**src/rtl/regfile_writeback_unit_pkg.sv**
```systemverilog
// Shared definitions for the register-file write-back path: register
// geometry, the architectural zero register and the queued-write entry.
package regfile_pkg;

    localparam int REG_ADDR_W = 5;
    localparam int REG_DATA_W = 32;
    localparam int REG_ZERO   = 0;

    typedef struct packed {
        logic [REG_ADDR_W-1:0] dest;
        logic [REG_DATA_W-1:0] data;
    } wb_entry_t;

endpackage

```
**src/rtl/regfile_writeback_unit_if.sv**
```systemverilog
// Result-delivery bundle between the execution units (ALU, LSU) and the
// write-back buffer. The producers are the master side.
interface regfile_writeback_unit_if #(
    parameter int ADDR_W = 5,
    parameter int DATA_W = 32
);
    logic              lsu_valid;
    logic              lsu_ready;
    logic [ADDR_W-1:0] lsu_dest;
    logic [DATA_W-1:0] lsu_data;
    logic              alu_valid;
    logic              alu_ready;
    logic [ADDR_W-1:0] alu_dest;
    logic [DATA_W-1:0] alu_data;

    modport master (
        output lsu_valid, lsu_dest, lsu_data,
        output alu_valid, alu_dest, alu_data,
        input  lsu_ready, alu_ready
    );

    modport slave (
        input  lsu_valid, lsu_dest, lsu_data,
        input  alu_valid, alu_dest, alu_data,
        output lsu_ready, alu_ready
    );
endinterface

```
**src/rtl/regfile_writeback_unit_fifo.sv**
```systemverilog
// In-order circular buffer with two ordered push lanes (lane 0 is older),
// one pop, and an age-ordered view of every slot for associative search.
module regfile_writeback_unit_fifo
    import regfile_pkg::*;
#(
    parameter int  DEPTH   = 4,
    parameter type entry_t = wb_entry_t,
    localparam int PTR_W   = $clog2(DEPTH),
    localparam int CNT_W   = $clog2(DEPTH + 1)
) (
    input  logic                   clk,
    input  logic                   rst_n,
    input  logic                   push0_en_i,
    input  entry_t                 push0_entry_i,
    input  logic                   push1_en_i,
    input  entry_t                 push1_entry_i,
    input  logic                   pop_en_i,
    output entry_t                 head_o,
    output logic [CNT_W-1:0]       count_o,
    output entry_t [DEPTH-1:0]     ord_o,
    output logic   [DEPTH-1:0]     vld_o
);

    entry_t [DEPTH-1:0] mem_q;
    logic [PTR_W-1:0]   rd_ptr_q, rd_ptr_d;
    logic [PTR_W-1:0]   wr_ptr_q, wr_ptr_d;
    logic [PTR_W-1:0]   wr_ptr1_s;
    logic [CNT_W-1:0]   count_q, count_d;
    logic [1:0]         n_push_s;

    // Next pointers and occupancy; the second lane lands right after the first.
    always_comb begin
        n_push_s  = {1'b0, push0_en_i} + {1'b0, push1_en_i};
        wr_ptr1_s = wr_ptr_q + PTR_W'(push0_en_i);
        wr_ptr_d  = wr_ptr_q + PTR_W'(n_push_s);
        rd_ptr_d  = rd_ptr_q + PTR_W'(pop_en_i);
        count_d   = count_q + CNT_W'(n_push_s) - CNT_W'(pop_en_i);
    end

    // Storage and pointer state; reset discards every queued entry.
    always_ff @(posedge clk or negedge rst_n) begin
        if (!rst_n) begin
            mem_q    <= '0;
            rd_ptr_q <= '0;
            wr_ptr_q <= '0;
            count_q  <= '0;
        end else begin
            if (push0_en_i) begin
                mem_q[wr_ptr_q] <= push0_entry_i;
            end else begin
                mem_q[wr_ptr_q] <= mem_q[wr_ptr_q];
            end
            if (push1_en_i) begin
                mem_q[wr_ptr1_s] <= push1_entry_i;
            end else begin
                mem_q[wr_ptr1_s] <= mem_q[wr_ptr1_s];
            end
            rd_ptr_q <= rd_ptr_d;
            wr_ptr_q <= wr_ptr_d;
            count_q  <= count_d;
        end
    end

    // Age-ordered view: slot 0 is the head (oldest), higher slots are younger.
    always_comb begin
        ord_o = '0;
        vld_o = '0;
        for (int i = 0; i < DEPTH; i++) begin
            ord_o[i] = mem_q[rd_ptr_q + PTR_W'(i)];
            vld_o[i] = (CNT_W'(i) < count_q);
        end
    end

    assign head_o  = mem_q[rd_ptr_q];
    assign count_o = count_q;

endmodule

```
**src/rtl/regfile_writeback_unit.sv**
```systemverilog
// Write-back unit: queues ALU/LSU results in program order, drains one per
// cycle into the register file and forwards pending values to decode.
module regfile_writeback_unit
    import regfile_pkg::*;
#(
    parameter int  DEPTH  = 4,
    parameter int  DATA_W = REG_DATA_W,
    parameter int  ADDR_W = REG_ADDR_W,
    localparam int CNT_W  = $clog2(DEPTH + 1)
) (
    input  logic                     clk,
    input  logic                     rst_n,
    regfile_writeback_unit_if.slave  res_if,
    input  logic                     wb_stall,
    output logic                     reg_write_en,
    output logic [ADDR_W-1:0]        reg_write_dest,
    output logic [DATA_W-1:0]        reg_write_data,
    input  logic [ADDR_W-1:0]        fwd_addr_1,
    output logic                     fwd_hit_1,
    output logic [DATA_W-1:0]        fwd_data_1,
    input  logic [ADDR_W-1:0]        fwd_addr_2,
    output logic                     fwd_hit_2,
    output logic [DATA_W-1:0]        fwd_data_2,
    output logic [CNT_W-1:0]         pending_cnt
);

    typedef struct packed {
        logic [ADDR_W-1:0] dest;
        logic [DATA_W-1:0] data;
    } entry_t;

    entry_t               lsu_entry_s, alu_entry_s, push0_entry_s, head_s;
    entry_t [DEPTH-1:0]   ord_s;
    logic   [DEPTH-1:0]   vld_s;
    logic   [CNT_W-1:0]   count_s;
    logic                 lsu_store_s, alu_store_s, push0_en_s, push1_en_s, pop_s;
    logic   [DATA_W:0]    fwd1_s, fwd2_s;

    // Youngest pending write to addr wins; register 0 is never forwarded.
    function automatic logic [DATA_W:0] fwd_search(
        input logic [ADDR_W-1:0] addr,
        input entry_t [DEPTH-1:0] ord,
        input logic [DEPTH-1:0]   vld
    );
        logic [DATA_W:0] res;
        res = '0;
        for (int i = 0; i < DEPTH; i++) begin
            if (vld[i] && (ord[i].dest == addr) && (addr != ADDR_W'(REG_ZERO))) begin
                res = {1'b1, ord[i].data};
            end else begin
                res = res;
            end
        end
        return res;
    endfunction

    // Handshakes, push-lane steering and drain; ready ignores the drain on purpose.
    always_comb begin
        res_if.lsu_ready = (count_s < CNT_W'(DEPTH));
        res_if.alu_ready = (count_s < CNT_W'(DEPTH - 1)) ||
                           ((count_s < CNT_W'(DEPTH)) && !res_if.lsu_valid);
        lsu_entry_s   = '{dest: res_if.lsu_dest, data: res_if.lsu_data};
        alu_entry_s   = '{dest: res_if.alu_dest, data: res_if.alu_data};
        // Writes to register 0 complete the handshake but are dropped here.
        lsu_store_s   = res_if.lsu_valid && res_if.lsu_ready &&
                        (res_if.lsu_dest != ADDR_W'(REG_ZERO));
        alu_store_s   = res_if.alu_valid && res_if.alu_ready &&
                        (res_if.alu_dest != ADDR_W'(REG_ZERO));
        push0_en_s    = lsu_store_s || alu_store_s;
        push1_en_s    = lsu_store_s && alu_store_s;
        push0_entry_s = lsu_store_s ? lsu_entry_s : alu_entry_s;
        pop_s         = (count_s != CNT_W'(0)) && !wb_stall;
    end

    regfile_writeback_unit_fifo #(
        .DEPTH   (DEPTH),
        .entry_t (entry_t)
    ) u_fifo (
        .clk           (clk),
        .rst_n         (rst_n),
        .push0_en_i    (push0_en_s),
        .push0_entry_i (push0_entry_s),
        .push1_en_i    (push1_en_s),
        .push1_entry_i (alu_entry_s),
        .pop_en_i      (pop_s),
        .head_o        (head_s),
        .count_o       (count_s),
        .ord_o         (ord_s),
        .vld_o         (vld_s)
    );

    // Register-file write port and forwarding lookups, all from buffer state.
    always_comb begin
        reg_write_en   = pop_s;
        reg_write_dest = pop_s ? head_s.dest : '0;
        reg_write_data = pop_s ? head_s.data : '0;
        fwd1_s         = fwd_search(fwd_addr_1, ord_s, vld_s);
        fwd2_s         = fwd_search(fwd_addr_2, ord_s, vld_s);
        fwd_hit_1      = fwd1_s[DATA_W];
        fwd_data_1     = fwd1_s[DATA_W-1:0];
        fwd_hit_2      = fwd2_s[DATA_W];
        fwd_data_2     = fwd2_s[DATA_W-1:0];
        pending_cnt    = count_s;
    end

endmodule
```
**src/flat_wrapper.sv**
```systemverilog
// flat-port wrapper written by rule: the top's interface ports become plain ports
module regfile_writeback_unit_flat import regfile_pkg::*;
#(
    parameter int  DEPTH  = 4,
    parameter int  DATA_W = REG_DATA_W,
    parameter int  ADDR_W = REG_ADDR_W,
    localparam int CNT_W  = $clog2(DEPTH + 1)
)
  (clk, rst_n, wb_stall, reg_write_en, reg_write_dest, reg_write_data, fwd_addr_1, fwd_hit_1, fwd_data_1, fwd_addr_2, fwd_hit_2, fwd_data_2, pending_cnt, res_if_lsu_valid, res_if_lsu_dest, res_if_lsu_data, res_if_alu_valid, res_if_alu_dest, res_if_alu_data, res_if_lsu_ready, res_if_alu_ready);
  regfile_writeback_unit_if #(.ADDR_W(ADDR_W), .DATA_W(DATA_W)) res_if_i ();
  input  logic clk;
  input  logic rst_n;
  input  logic wb_stall;
  output logic reg_write_en;
  output logic [ADDR_W-1:0] reg_write_dest;
  output logic [DATA_W-1:0] reg_write_data;
  input  logic [ADDR_W-1:0] fwd_addr_1;
  output logic fwd_hit_1;
  output logic [DATA_W-1:0] fwd_data_1;
  input  logic [ADDR_W-1:0] fwd_addr_2;
  output logic fwd_hit_2;
  output logic [DATA_W-1:0] fwd_data_2;
  output logic [CNT_W-1:0] pending_cnt;
  input wire logic [$bits(res_if_i.lsu_valid)-1:0] res_if_lsu_valid;
  input wire logic [$bits(res_if_i.lsu_dest)-1:0] res_if_lsu_dest;
  input wire logic [$bits(res_if_i.lsu_data)-1:0] res_if_lsu_data;
  input wire logic [$bits(res_if_i.alu_valid)-1:0] res_if_alu_valid;
  input wire logic [$bits(res_if_i.alu_dest)-1:0] res_if_alu_dest;
  input wire logic [$bits(res_if_i.alu_data)-1:0] res_if_alu_data;
  output wire logic [$bits(res_if_i.lsu_ready)-1:0] res_if_lsu_ready;
  output wire logic [$bits(res_if_i.alu_ready)-1:0] res_if_alu_ready;
  assign res_if_i.lsu_valid = res_if_lsu_valid;
  assign res_if_i.lsu_dest = res_if_lsu_dest;
  assign res_if_i.lsu_data = res_if_lsu_data;
  assign res_if_i.alu_valid = res_if_alu_valid;
  assign res_if_i.alu_dest = res_if_alu_dest;
  assign res_if_i.alu_data = res_if_alu_data;
  assign res_if_lsu_ready = res_if_i.lsu_ready;
  assign res_if_alu_ready = res_if_i.alu_ready;
  regfile_writeback_unit #(.DEPTH(DEPTH), .DATA_W(DATA_W), .ADDR_W(ADDR_W)) u_core (.clk(clk), .rst_n(rst_n), .res_if(res_if_i), .wb_stall(wb_stall), .reg_write_en(reg_write_en), .reg_write_dest(reg_write_dest), .reg_write_data(reg_write_data), .fwd_addr_1(fwd_addr_1), .fwd_hit_1(fwd_hit_1), .fwd_data_1(fwd_data_1), .fwd_addr_2(fwd_addr_2), .fwd_hit_2(fwd_hit_2), .fwd_data_2(fwd_data_2), .pending_cnt(pending_cnt));
endmodule
```
**config.mk**
```make
export PLATFORM = sky130hd
export DESIGN_NAME = regfile_writeback_unit_flat
export DESIGN_NICKNAME = d
export VERILOG_FILES = /design/src/rtl/regfile_writeback_unit_pkg.sv /design/src/rtl/regfile_writeback_unit_if.sv /design/src/rtl/regfile_writeback_unit_fifo.sv /design/src/rtl/regfile_writeback_unit.sv /design/src/flat_wrapper.sv
export SDC_FILE = /design/constraint.sdc
export NUM_CORES = 1
export LEC_CHECK = 0
export BUFFER_PORTS_ARGS = -buffer_cell sky130_fd_sc_hd__buf_2
export CAP_MARGIN = 20
export CORE_MARGIN = 3
export CORE_UTILIZATION = 42
export DETAILED_ROUTE_END_ITERATION = 16
export HOLD_SLACK_MARGIN = 0.03
export PLACE_DENSITY = 0.58
export SLEW_MARGIN = 20
export SYNTH_ARGS = -nofsm -noshare
export SYNTH_HDL_FRONTEND = slang
export SYNTH_HIERARCHICAL = 1
export SYNTH_SLANG_ARGS = --single-unit
```
**constraint.sdc**
```tcl
create_clock -name clk -period 4.69 [get_ports clk]
set_input_delay 0.938 -clock clk [delete_from_list [all_inputs] [get_ports clk]]
set_output_delay 0.938 -clock clk [all_outputs]
set_load 0.01 [all_outputs]
```
==> results summary <==
The flow ran to the end, and the final reports show no timing, DRC or antenna violations. The later pin in the worst-skew pair is clocked with a latency of around 0.44 ns. The measured slew at the worst slew-check pin came out at ~1.1 ns. The global-route wire length before repair came out at 85800 µm. The final layout contains ~1700 nets. The maximum clock frequency came out at about 220 MHz. The core footprint is roughly 35000 µm². The total DRC errors in the routed layout is 0. The horizontal die dimension came out at between 150 and 200 µm. The synthesized area per cell came out at 10.1 µm². The number of global-route vias before repair is between 10000 and 15000.

The fraction of final layout cells with drive strength greater than 1 came out at 0.399. The pin count of the biggest net entering global routing is 130. After synthesis, the cell types taking the most area are sky130_fd_sc_hd__dfrtp_1 (26%), sky130_fd_sc_hd__mux4_2 (22%), sky130_fd_sc_hd__o221a_2 (6.1%), sky130_fd_sc_hd__o221ai_1 (5.4%), sky130_fd_sc_hd__mux2_2 (5.1%). The synthesized design spends more area on one cell type than any other, namely sky130_fd_sc_hd__dfrtp_1. For this design the top-level I/O count stands at between 150 and 200. The area of the die is approximately 38000 µm².

The worst path required time is 3.75 ns. The number of vias after detailed routing is 14200. Across the run, the number of max-cap violations was 0. The leakage power summed over all cells is 6.74 nW.

The first-pass detailed-route iteration total came out at 6. The initial antenna violation count came out at 0. The detailed-route wire length per cell came out at ~28 µm. The synthesized flop and latch total came out at between 150 and 200. Setup repair after global routing left no endpoint under its margin. The length in cells of the worst reg-to-reg path came out at 8. After layout, the worst setup slack is around 0.11 ns. The final instance area is around 17000 µm².

The total wire length is between 50000 and 60000 µm. By instance count, the cell type seen most on the critical path is sky130_fd_sc_hd__buf_4. In this run the critical register-to-register path is captured at u_core/u_fifo/mem_q[89].

The tree is rooted in a sky130_fd_sc_hd__clkbuf_16. The quantity of I/O buffers inserted on ports is approximately 200. The final critical delay including setup and external delays came out at roughly 4.6 ns. Among all flip-flop cells after synthesis, the most frequent one is sky130_fd_sc_hd__dfrtp_1.

Row generation in the floorplan step produced ~70 rows. The min-delay analysis places its worst path in the category input pin to async pin. The clock transition time at the flip-flop clock pins of the worst setup and hold paths is around 0.07 ns. For this run the aggregate overflow at the end of global routing stands at 0. The final-report max-slew violation count is 0. The type of the worst setup path is register to output port.

The sequential-to-total area share from yosys stat came out at 0.260. In this run the critical register-to-register path is launched from u_core/u_fifo/count_o[2]. The final weighted congestion of routability-driven global placement is roughly 0.9. Clock skew on the completed layout was measured at 0.0102 ns. For this run, the slowest stage of the critical path takes 0.60 ns. Detailed placement finished with a half-perimeter wire length of between 30000 and 40000 µm.

The post-synth net total came out at between 1500 and 2000. The minimum setup slack among reg-to-reg paths is 1.25 ns. The placed instances occupy a cell area of ~16000 µm². The number of failing hold endpoints at the final stage is 0.

TritonCTS built the clock tree. Yosys mapped the design onto 50 distinct sky130hd cell types. The most critical setup path has its startpoint at u_core/u_fifo/rd_ptr_q[0]. The post-detailed-route via-to-cell ratio came out at 6.97. The cell count after synthesis is approximately 1500. The longest clock path from root to sink contains 2 buffers. The number of CTS-inserted buffers came out at 17.

The clock sink total is roughly 160. The number of enable-type register cells in the synthesized netlist came out at 0. The final-report setup violation count came out at 0. The worst setup path is captured at an output port. The most frequent standard cell in the layout excluding fill and tap cells is sky130_fd_sc_hd__buf_2. The number of diodes added for antenna fixing came out at 0. Following the worst setup path forward leads to its endpoint at fwd_data_2[11]. The first-iteration detailed-routing DRC count came out at 1839. The worst slew slack as a fraction of its limit came out at 0.241. At the placement stage, the worst setup path has a slack of roughly 0.47 ns. The maximum ir drop on the vdd rail is 0.000499 V. The cell with the largest stage delay on the worst path is sky130_fd_sc_hd__mux4_2.

In the layout the commonest cells are sky130_fd_sc_hd__buf_2 (196), sky130_fd_sc_hd__dfrtp_1 (152), sky130_fd_sc_hd__mux4_2 (148), sky130_fd_sc_hd__inv_1 (111). The remaining antenna violation count is 0. STA puts the critical path data arrival time at 3.64 ns. The post-synthesis cell area came out at ~15000 µm². The layout-stage area growth over the synthesis result is 12.6%. Of the post-synthesis cell area, the dominant cell type holds 0.260. The async set or reset register ratio after synthesis is 1.00. The maximum level of the CTS H-tree came out at 4. Measured along the y axis, the die boundary spans approximately 190 µm. The ratio of total power to cell area is just under 900 nW/µm². The count of synthesis-stage warnings from yosys is 6. STA classifies the critical path startpoint as a register. The starting density of the core is 0.429. Of all nets on the critical path, the largest fanout is 12. The final clock period utilization by the worst path is 0.977. The setup TNS is 0 ns. The total global routing track utilization came out at 0.292.

The critical path goes through mux4_2 -> xnor2_1 -> nand3_1 -> nor4_1 -> buf_4 -> nor3b_4 -> buf_4 -> a221oi_2 -> nor2_1 -> buf_2.
## worst min-delay path by stage
stage	endpoint	slack (ns)	cells past startpoint
2_1_floorplan	u_core/u_fifo/rd_ptr_q[0]	0.46	1
3_3_place_gp	u_core/u_fifo/mem_q[141]	0.57	2
3_5_place_dp	u_core/u_fifo/mem_q[114]	0.59	2
4_1_cts	u_core/u_fifo/mem_q[63]	0.60	1
5_1_grt	u_core/u_fifo/mem_q[26]	0.60	1
6_report	u_core/u_fifo/mem_q[63]	0.54	1
## flip-flops by register name, summed over array words and instances, names as in the netlist
name / count
u_core/u_fifo/mem_q: 148
u_core/u_fifo/count_o: 3
u_core/u_fifo/rd_ptr_q: 2
u_core/u_fifo/wr_ptr_q: 2
## cell families (layout without fill, tap and decap cells)
family,Yosys count,in the layout,share of synthesized area
buffers and inverters,312,409,0.0944
XOR/XNOR,47,47,0.0276
AO/OA/AOI/OAI,347,347,0.202
AND/OR/NAND/NOR,395,395,0.133
adder cells (fa/ha/maj),8,8,0.00722
multiplexers,216,216,0.275
flip-flops,155,155,0.260
## where the power goes
group / internal (mW) / switching (mW) / leakage [nW]
clock network: 0.705 / 0.643 / 0.263
logic: 4.88 / 5.56 / 4.70
registers: 2.05 / 1.09 / 1.78
## layout make-up
class / count / area, µm²
inverters: 112 / 420
repair buffers: 265 / 1610
clock buffers: 19 / 443
well taps: 455 / 569
clock inverters: 13 / 109
flip-flops and latches: 155 / 3890
multi-input cells: 1013 / 9740
fillers: 3286 / 17900
## cell usage after synthesis, types with 7 or more instances
library cell	n
sky130_fd_sc_hd__clkbuf_1	93
sky130_fd_sc_hd__xnor2_1	26
sky130_fd_sc_hd__o21ai_0	23
sky130_fd_sc_hd__xor2_1	21
sky130_fd_sc_hd__inv_1	111
sky130_fd_sc_hd__nand2_1	91
sky130_fd_sc_hd__o221a_2	81
sky130_fd_sc_hd__a221oi_2	10
sky130_fd_sc_hd__dfrtp_1	155
sky130_fd_sc_hd__buf_1	14
sky130_fd_sc_hd__and2_1	38
sky130_fd_sc_hd__o22ai_1	53
sky130_fd_sc_hd__mux4_2	148
sky130_fd_sc_hd__mux2_2	68
sky130_fd_sc_hd__nand2b_1	7
sky130_fd_sc_hd__a221oi_1	30
sky130_fd_sc_hd__buf_2	50
sky130_fd_sc_hd__o21ai_1	16
sky130_fd_sc_hd__nor3_1	21
sky130_fd_sc_hd__ha_1	7
sky130_fd_sc_hd__buf_4	40
sky130_fd_sc_hd__nand3_1	76
sky130_fd_sc_hd__a22o_1	20
sky130_fd_sc_hd__or3_1	66
sky130_fd_sc_hd__o31ai_1	13
sky130_fd_sc_hd__o221ai_1	91
sky130_fd_sc_hd__nor2_1	70
## worst max-delay path: cells and delay by family, from the launching register on
kind	cells	cell delay [ns]
xor+xnor	1	0.18
buf+inv	3	0.66
flops	1	0.57
simple gates	4	1.11
compound gates	1	0.07
mux	1	0.60
## metal layers
metal | GRT usage | vias up | share of wire
met4 | 0.104 | 0 | 0.033
met3 | 0.0515 | 137 | 0.094
met2 | 0.458 | 893 | 0.46
met1 | 0.411 | 7178 | 0.41
li1 | - | 5958 | -
met5 | 0 | - | 0
## per-stage QoR
step / power, mW / util / hold WS (ns) / cells
after floorplan: 10.6 / - / 0.464 / 1480
after global placement: 13.2 / 0.467 / 0.575 / 1999
after detailed placement: 13.4 / 0.467 / 0.586 / 1999
after CTS: 14.8 / 0.483 / 0.596 / 2031
after global routing: 15.8 / 0.483 / 0.601 / 2032
final: 14.9 / 0.483 / 0.539 / 2032
## what timing repair did
action | in CTS | in global routing
pin swaps | 0 | 0
setup buffers | 0 | 1
setup endpoints to repair | 1 | 10
hold endpoints to repair | 0 | 0
gates resized for setup | 1 | 3
hold buffers | 0 | 0
(Power assumes the default switching activity.)
